**config.mk**
```make
export PLATFORM = sky130hd
export DESIGN_NAME = microroc_acq_sequencer
export DESIGN_NICKNAME = d
export VERILOG_FILES = /design/src/rtl/microroc_acq_sequencer.sv
export SDC_FILE = /design/constraint.sdc
export NUM_CORES = 1
export LEC_CHECK = 0
export BUFFER_PORTS_ARGS = -buffer_cell sky130_fd_sc_hd__buf_2
export CAP_MARGIN = 20
export CORE_MARGIN = 4
export CORE_UTILIZATION = 27
export DETAILED_ROUTE_END_ITERATION = 10
export PLACE_DENSITY = 0.42
export SLEW_MARGIN = 20
export SYNTH_ARGS = -nofsm -noshare
export SYNTH_HDL_FRONTEND = slang
export SYNTH_SLANG_ARGS = --single-unit
```
**constraint.sdc**
```tcl
create_clock -name clk_i -period 4.5 [get_ports clk_i]
set_clock_uncertainty 0.1 [all_clocks]
set_input_delay 0.45 -clock clk_i [delete_from_list [all_inputs] [get_ports clk_i]]
set_output_delay 0.45 -clock clk_i [all_outputs]
set_load 0.01 [all_outputs]
```
**src/rtl/microroc_acq_sequencer.sv**
```systemverilog
// -----------------------------------------------------------------------------
// microroc_acq_sequencer
//
// Run sequencer for a MICROROC-style front-end ASIC. A run goes through:
//   IDLE -> RST_ASIC -> PWR_UP -> ACQ -> END_HOLD -> READOUT -> DRAIN -> DONE
// In continuous mode DONE loops back to PWR_UP until a stop is requested.
//
// Ports
//   clk_i            40 MHz clock, rising edge
//   reset_n_i        asynchronous active-low reset
//   force_reset_i    synchronous abort back to IDLE
//   run_start_i      1-cycle start pulse (ignored while busy)
//   run_stop_i       1-cycle stop request (current cycle completes)
//   run_mode_i       0 = single cycle, 1 = continuous
//   ext_trig_mode_i  1 = rising edge of ext_trigger_i ends acquisition
//   ext_trigger_i    asynchronous external trigger
//   acq_time_i       acquisition length in clock cycles (0 acts as 1)
//   end_hold_time_i  wait between acquisition and readout (0 acts as 1)
//   pwr_pulsing_en_i 1 = power pulsing enabled
//   pwr_settle_i     power-up settle time in clock cycles
//   chain_mask_i     per-chain readout participation
//   chipsatb_i       ASIC memory full, active low
//   end_readout_i    per-chain readout-done level
//   fifo_empty_i     downstream FIFO empty
//   start_acq_o, reset_b_o, pwr_on_a_o, pwr_on_d_o, start_readout_o,
//   busy_o, once_end_o, cycle_count_o, ro_error_o   (all registered)
// -----------------------------------------------------------------------------
module microroc_acq_sequencer #(
  parameter int NUM_CHAIN  = 2,
  parameter int ACQ_TIME_W = 16,
  parameter int SETTLE_W   = 8,
  parameter int RO_TIMEOUT = 65535
) (
  input  logic                  clk_i,
  input  logic                  reset_n_i,
  input  logic                  force_reset_i,
  input  logic                  run_start_i,
  input  logic                  run_stop_i,
  input  logic                  run_mode_i,
  input  logic                  ext_trig_mode_i,
  input  logic                  ext_trigger_i,
  input  logic [ACQ_TIME_W-1:0] acq_time_i,
  input  logic [ACQ_TIME_W-1:0] end_hold_time_i,
  input  logic                  pwr_pulsing_en_i,
  input  logic [SETTLE_W-1:0]   pwr_settle_i,
  input  logic [NUM_CHAIN-1:0]  chain_mask_i,
  input  logic                  chipsatb_i,
  input  logic [NUM_CHAIN-1:0]  end_readout_i,
  input  logic                  fifo_empty_i,
  output logic                  start_acq_o,
  output logic                  reset_b_o,
  output logic                  pwr_on_a_o,
  output logic                  pwr_on_d_o,
  output logic [NUM_CHAIN-1:0]  start_readout_o,
  output logic                  busy_o,
  output logic                  once_end_o,
  output logic [15:0]           cycle_count_o,
  output logic                  ro_error_o
);

  // One shared phase timer serves RST_ASIC, PWR_UP, ACQ and END_HOLD, so it
  // must be wide enough for both the acquisition and the settle values.
  localparam int TMR_W0   = (ACQ_TIME_W > SETTLE_W) ? ACQ_TIME_W : SETTLE_W;
  localparam int TMR_W    = (TMR_W0 < 2) ? 2 : TMR_W0;
  localparam int RO_CNT_W = $clog2(RO_TIMEOUT + 1);
  localparam int IDX_W    = (NUM_CHAIN > 1) ? $clog2(NUM_CHAIN) : 1;

  typedef enum logic [2:0] {
    IDLE, RST_ASIC, PWR_UP, ACQ, END_HOLD, READOUT, DRAIN, DONE
  } state_e;

  state_e               state_q, state_d;
  logic [TMR_W-1:0]     tmr_q, tmr_d, tmr_next;
  logic                 stop_q, stop_d;
  logic [NUM_CHAIN-1:0] pending_q, pending_d;
  logic                 waiting_q, waiting_d;
  logic [IDX_W-1:0]     cur_q, cur_d;
  logic [RO_CNT_W-1:0]  ro_tmr_q, ro_tmr_d;
  logic                 ro_error_q, ro_error_d;
  logic [15:0]          cycle_count_q, cycle_count_d;
  logic [NUM_CHAIN-1:0] start_readout_d;
  logic                 pwr_a_d, pwr_d_d;
  logic                 ext_meta_q, ext_sync_q, ext_prev_q, ext_rise;
  logic                 found;
  logic [IDX_W-1:0]     sel;

  // Two-flop synchroniser for the asynchronous trigger, plus a delayed copy
  // for rising-edge detection.
  always_ff @(posedge clk_i or negedge reset_n_i) begin
    if (!reset_n_i) begin
      ext_meta_q <= 1'b0;
      ext_sync_q <= 1'b0;
      ext_prev_q <= 1'b0;
    end else begin
      ext_meta_q <= ext_trigger_i;
      ext_sync_q <= ext_meta_q;
      ext_prev_q <= ext_sync_q;
    end
  end

  assign ext_rise = ext_sync_q & ~ext_prev_q;
  assign tmr_next = tmr_q + TMR_W'(1);

  // Next-state logic. Phase durations compare tmr_next against the
  // programmed length so that a length of 0 behaves as a single cycle.
  always_comb begin
    state_d         = state_q;
    tmr_d           = tmr_q;
    stop_d          = stop_q | ((state_q != IDLE) & run_stop_i);
    pending_d       = pending_q;
    waiting_d       = waiting_q;
    cur_d           = cur_q;
    ro_tmr_d        = ro_tmr_q;
    ro_error_d      = ro_error_q;
    cycle_count_d   = cycle_count_q;
    start_readout_d = '0;
    found           = 1'b0;
    sel             = '0;

    case (state_q)
      IDLE: begin
        stop_d = 1'b0;
        if (run_start_i) begin
          state_d       = RST_ASIC;
          tmr_d         = '0;
          ro_error_d    = 1'b0;
          cycle_count_d = '0;
        end
      end
      RST_ASIC: begin
        if (tmr_q == TMR_W'(3)) begin
          state_d = PWR_UP;
          tmr_d   = '0;
        end else begin
          tmr_d = tmr_next;
        end
      end
      PWR_UP: begin
        if (!pwr_pulsing_en_i || (tmr_next >= TMR_W'(pwr_settle_i))) begin
          state_d = ACQ;
          tmr_d   = '0;
        end else begin
          tmr_d = tmr_next;
        end
      end
      ACQ: begin
        if ((tmr_next >= TMR_W'(acq_time_i)) || !chipsatb_i ||
            (ext_trig_mode_i && ext_rise)) begin
          state_d = END_HOLD;
          tmr_d   = '0;
        end else begin
          tmr_d = tmr_next;
        end
      end
      END_HOLD: begin
        if (tmr_next >= TMR_W'(end_hold_time_i)) begin
          state_d   = READOUT;
          tmr_d     = '0;
          pending_d = chain_mask_i;
          waiting_d = 1'b0;
          ro_tmr_d  = '0;
        end else begin
          tmr_d = tmr_next;
        end
      end
      READOUT: begin
        // While waiting, ro_tmr_q == 0 marks the pulse cycle itself; the
        // done level is only trusted from the following cycle onward.
        if (waiting_q) begin
          if (ro_tmr_q == '0) begin
            ro_tmr_d = RO_CNT_W'(1);
          end else if (end_readout_i[cur_q]) begin
            waiting_d = 1'b0;
          end else if (ro_tmr_q == RO_CNT_W'(RO_TIMEOUT)) begin
            ro_error_d = 1'b1;
            waiting_d  = 1'b0;
          end else begin
            ro_tmr_d = ro_tmr_q + RO_CNT_W'(1);
          end
        end else if (pending_q == '0) begin
          state_d = DRAIN;
        end else begin
          for (int i = 0; i < NUM_CHAIN; i++) begin
            if (pending_q[i] && !found) begin
              found = 1'b1;
              sel   = IDX_W'(i);
            end
          end
          cur_d                = sel;
          pending_d[sel]       = 1'b0;
          waiting_d            = 1'b1;
          ro_tmr_d             = '0;
          start_readout_d[sel] = 1'b1;
        end
      end
      DRAIN: begin
        if (fifo_empty_i) begin
          state_d       = DONE;
          cycle_count_d = cycle_count_q + 16'd1;
        end
      end
      DONE: begin
        tmr_d = '0;
        if (run_mode_i && !stop_d) state_d = PWR_UP;
        else                       state_d = IDLE;
      end
      default: state_d = IDLE;
    endcase

    // Abort keeps the run statistics but drops everything else.
    if (force_reset_i) begin
      state_d         = IDLE;
      tmr_d           = '0;
      stop_d          = 1'b0;
      pending_d       = '0;
      waiting_d       = 1'b0;
      ro_tmr_d        = '0;
      ro_error_d      = ro_error_q;
      cycle_count_d   = cycle_count_q;
      start_readout_d = '0;
    end
  end

  // Power enables are decoded from the upcoming state so they stay aligned
  // with the other registered outputs.
  always_comb begin
    pwr_a_d = 1'b0;
    pwr_d_d = 1'b0;
    if (!force_reset_i) begin
      if (pwr_pulsing_en_i) begin
        pwr_a_d = (state_d == PWR_UP) || (state_d == ACQ) || (state_d == END_HOLD);
        pwr_d_d = (state_d == PWR_UP) || (state_d == ACQ) || (state_d == END_HOLD) ||
                  (state_d == READOUT) || (state_d == DRAIN);
      end else begin
        pwr_a_d = 1'b1;
        pwr_d_d = 1'b1;
      end
    end
  end

  // State, timers and all outputs are registered together.
  always_ff @(posedge clk_i or negedge reset_n_i) begin
    if (!reset_n_i) begin
      state_q         <= IDLE;
      tmr_q           <= '0;
      stop_q          <= 1'b0;
      pending_q       <= '0;
      waiting_q       <= 1'b0;
      cur_q           <= '0;
      ro_tmr_q        <= '0;
      ro_error_q      <= 1'b0;
      cycle_count_q   <= '0;
      start_acq_o     <= 1'b0;
      reset_b_o       <= 1'b1;
      pwr_on_a_o      <= 1'b0;
      pwr_on_d_o      <= 1'b0;
      start_readout_o <= '0;
      busy_o          <= 1'b0;
      once_end_o      <= 1'b0;
    end else begin
      state_q         <= state_d;
      tmr_q           <= tmr_d;
      stop_q          <= stop_d;
      pending_q       <= pending_d;
      waiting_q       <= waiting_d;
      cur_q           <= cur_d;
      ro_tmr_q        <= ro_tmr_d;
      ro_error_q      <= ro_error_d;
      cycle_count_q   <= cycle_count_d;
      start_acq_o     <= (state_d == ACQ);
      reset_b_o       <= (state_d != RST_ASIC);
      pwr_on_a_o      <= pwr_a_d;
      pwr_on_d_o      <= pwr_d_d;
      start_readout_o <= start_readout_d;
      busy_o          <= (state_d != IDLE);
      once_end_o      <= (state_d == DONE);
    end
  end

  assign cycle_count_o = cycle_count_q;
  assign ro_error_o    = ro_error_q;

endmodule

```
-- Word level (Yosys, flattened, before mapping)
Index checks and enable logic that the tools add are counted.
- bits in registers: 68
- logic and storage cells: 166
- $add $sub $neg: 3
- order comparisons: 6
- eq/ne operators: 29
- mux-type cells: 69
- bitwise operators: 9
- reductions and logical operators: 31
- operators by type and width (cell ; count):
    $mux W16 ; 14
    $pmux W16 S6 ; 1
    $pmux W16 S2 ; 2
    $add A16 B1 Y16 const B ; 3
    $ge A16 B16 Y1 ; 2
    $mux W1 ; 29
    $mux W3 ; 9
    $eq A3 B3 Y1 const B ; 8
    $pmux W3 S8 ; 1
    $mux W2 ; 9
    $eq A16 B16 Y1 const B ; 1
    $eq A16 B2 Y1 const B ; 1
    $ge A16 B8 Y1 ; 1
    $logic_not A16 Y1 ; 1
    $eq A3 B2 Y1 const B ; 4
    $ne A2 B2 Y1 const B ; 6
    $ne A3 B3 Y1 const B ; 4
    $ne A5 B5 Y1 const B ; 2
    $reduce_bool A3 Y1 ; 3
    $reduce_and A4 Y1 ; 2
    $logic_or A1 B1 Y1 ; 7
    $reduce_and A7 Y1 ; 1
    $reduce_bool A7 Y1 ; 1
    $reduce_and A5 Y1 ; 1
    20 further kinds ; 34

-- Depth between registers and ports, before layout
- depth after elaboration: 20
- gate-level depth with buffers: 16
- gate-level depth less buffers: 14

-- Worst setup path before layout
OpenSTA, ideal clock, no wires.
- kind: reg2reg
- from: register tmr_q[2] (netlist name)
- to: register cycle_count_q[0] (netlist: cycle_count_o[0])
- setup time: 138 ps
- arrival: 3469 ps
- required time: 4262 ps
- path slack: 793 ps
- stages on the path, launching flop included: 15
- path buffers: 1
- cells stage by stage: dfrtp_1 -> buf_2 -> nand3_1 -> or2_2 -> and2_1 -> or2_2 -> ha_1 -> a21oi_1 -> nor2b_1 -> o21ai_0 -> nand3_1 -> or4b_1 -> a22o_1 -> a2111oi_4 -> o41ai_1
- RTL lines (element ; RTL line ; RTL):
    end signal, assigned ; 269 ; cycle_count_q <= cycle_count_d;
    end, declared ; 80 ; logic [15:0] cycle_count_q, cycle_count_d;

==> metrics <==
status finished, final reports clean; largest net degree at the start of global routing 38; setup violators final 0; min cycle time layout 4.13 ns; Clock H-tree levels 3; Final Max Tran Viols 0; CTS tree built; CTS Buf Count 9; crit path DAT 4.22 ns; Post-Layout Cell Count 876; FILL cells 1851; worst setup path category reg -> reg; multi-input logic area 2860 sq um; dpl cells approximately 860; commonest non-fill, non-tap cell in the layout buf_2; cell taking the most area after synthesis dfrtp_1; slew margin rel. between 40% and 50%; # hold bufs at CTS 0; post-route setup TNS 0 ns; CTS Sinks 68; layout cell share with drive strength beyond 1 about a fifth; DRC Markers 0; top_reg_cell synth dfrtp_1; Avg Vias per Cell 4.94; Die Y 142 um; post-synthesis cell type count 58; register area share after synthesis 35.2%; first-pass GRT wire length 22700 um; setup bufs post-CTS 0; final hold vios 0; maximum vdd drop 210 uV; max cap viols 0; number of synthesized flops with an enable pin 0; antenna-violating nets left 0; Top Ports 80; worst-case clock buffer depth 2; placeable core area 17400 sq um; Slew @ Worst Pin approximately 0.79 ns; HP Class in -> async; buffers added on ports 79; Initial Util approximately 28%; startpoint class of the critical path flop; Rows 48; Reg area 1700 sq um; CTS clock-pin slew for the worst setup and hold paths 0.05 ns; CP peak stage delay 0.57 ns; Post-Syn Instances 567; Final Util between 30 and 40%; Final Net Count around 740; vias in the first global route 4369; Vias 4328; DR pass1 iterations 4; Final Cycle Share 91.7%; Syn Area/Cell 8.53 sq um; CTS Root Buffer Type clkbuf_16; clock insertion delay at the later pin of the skew report roughly 0.33 ns; HPWL Detailed 10400 um; Syn Nets 664; critical-path maximum fanout 9; Post-Place Cell Area 5530 sq um; Max Clk Rate ~240 MHz; diode count 0; Area contributors post-synth dfrtp_1 (35%), ha_1 (11%), nor2_1 (4.0%); Tot GR Track Use between 10 and 15%; YS warnings 0; GPL Wtd Cong 0.874; 1st-iter DRT viols between 200 and 250; initial antenna violation count 0; wire per inst 15.5 um; fin area 5800 sq um; Cell Pwr Density around 280 nW/um^2; Gates resized, CTS repair 0; Area Growth Syn to Fin 19.9%; Pleak 0.00292 uW; RSZ-0062 raised after global routing no; total die area 20100 sq um; synthesized cell area 4840 sq um; leading cell types in the layout, fill and taps excluded buf_2 (79), dfrtp_1 (67), nor2_1 (52); Die Wd 142 um; Required @ worst endpoint around 4.6 ns; total power approximately 1600 uW; share of the synthesized area in the top cell type 34.7%; Async SR Flop Fraction between 90% and 100%; final wirelength 13600 um; slowest CP cell or4b_1; Yosys reg bits 68; crit-path cells nand3_1 -> or2_2 -> and2_1 -> or2_2 -> ha_1 -> a21oi_1 -> nor2b_1 -> o21ai_0 -> nand3_1 -> or4b_1 -> a22o_1 -> a2111oi_4 -> buf_4 -> o41ai_1; crit path capture type flop; global route total overflow 0
-- cells in the mapped netlist (4+ instances only) --
master / instances
dfrtp_1: 67
nor2_1: 52
inv_1: 47
nand2_1: 43
ha_1: 42
o21ai_0: 37
a21oi_1: 25
nand3_1: 25
clkbuf_1: 19
nor2b_1: 13
xor2_1: 13
and3_1: 12
nand4_1: 12
nor3_1: 12
a32o_1: 10
xnor2_1: 10
o31ai_1: 9
or2_2: 9
nand2b_1: 8
and2_1: 7
nor4_1: 7
or3_1: 7
a21o_1: 6
a31oi_1: 6
and4_1: 5
buf_2: 5
nor3b_1: 5
o221ai_1: 5
a211oi_1: 4
o21ai_1: 4
o21bai_1: 4
-- metal layers --
layer	up-vias	global-route usage (%)	routed length (um)
met3	12	3.37	459
met5	-	0	0
met4	0	2.98	148
met2	61	21.9	6310
met1	2062	19.4	6630
li1	2193	-	-
-- cell type report --
cell class	instances	area share (%)
repair buffers	94	8.76
well taps	225	4.85
flip-flops and latches	68	29.4
inverters	47	3.04
clock buffers	13	4.49
clock inverters	2	0.173
multi-input cells	427	49.3
-- per-stage QoR --
| stage | hold WS [ns] | setup WS (ns) |
|---|---|---|
| finish | 0.0911 | 0.372 |
| CTS | 0.108 | 0.332 |
| detailed placement | 0.252 | 0.341 |
| global placement | 0.242 | 0.412 |
| global route | 0.113 | 0.0912 |
| floorplan | 0.0544 | 0.793 |
-- sequential cells by signal (all words and copies together), names as in the netlist, 2 cells and up --
signal and count:
pending_q 2, cycle_count_o 16, start_readout_o 2, state_q 3, ro_tmr_q 16, tmr_q 16
-- path summary, 6_finish.rpt --
check	startpoint	end	slack, ns	depth (start not counted)
min in group clk_i	ext_trigger_i	ext_meta_q	0.12	1
min	reset_n_i	ext_prev_q	0.09	1
max	tmr_q[2]	cycle_count_o[1]	0.37	14
max reg2reg	tmr_q[2]	cycle_count_o[1]	0.37	14
min reg2reg	ext_meta_q	ext_sync_q	0.27	0
max in group asynchronous	reset_n_i	reset_b_o	3.20	2
-- worst max-delay path, delay by kind of cell (launching register included) --
family	cells	cell delay (ns)
AND/OR/NAND/NOR	7	1.86
adder cells (fa/ha/maj)	1	0.30
flip-flops	1	0.47
buffers and inverters	1	0.22
AO/OA/AOI/OAI	5	1.02
-- report_power, final --
group,switching [uW],internal [uW],leakage [uW]
clock,253,398,0.000135
sequential,24.2,631,0.000933
combinational,183,107,0.00185
-- kinds of logic (layout without fill, tap and decap cells) --
logic type                 after synthesis  count (layout)  synth area share, %
and+or+nand+nor                        228             228                 25.0
AOI/OAI and AO/OA                      132             132                 18.6
buffers and inverters                   72             156                 5.72
DFF                                     68              68                 35.2
adders and majority gates               42              42                 10.9
xor gates and xnor gates                23              23                 4.17
muxes                                    2               2                0.466
Power figures use the tool's default switching activity.
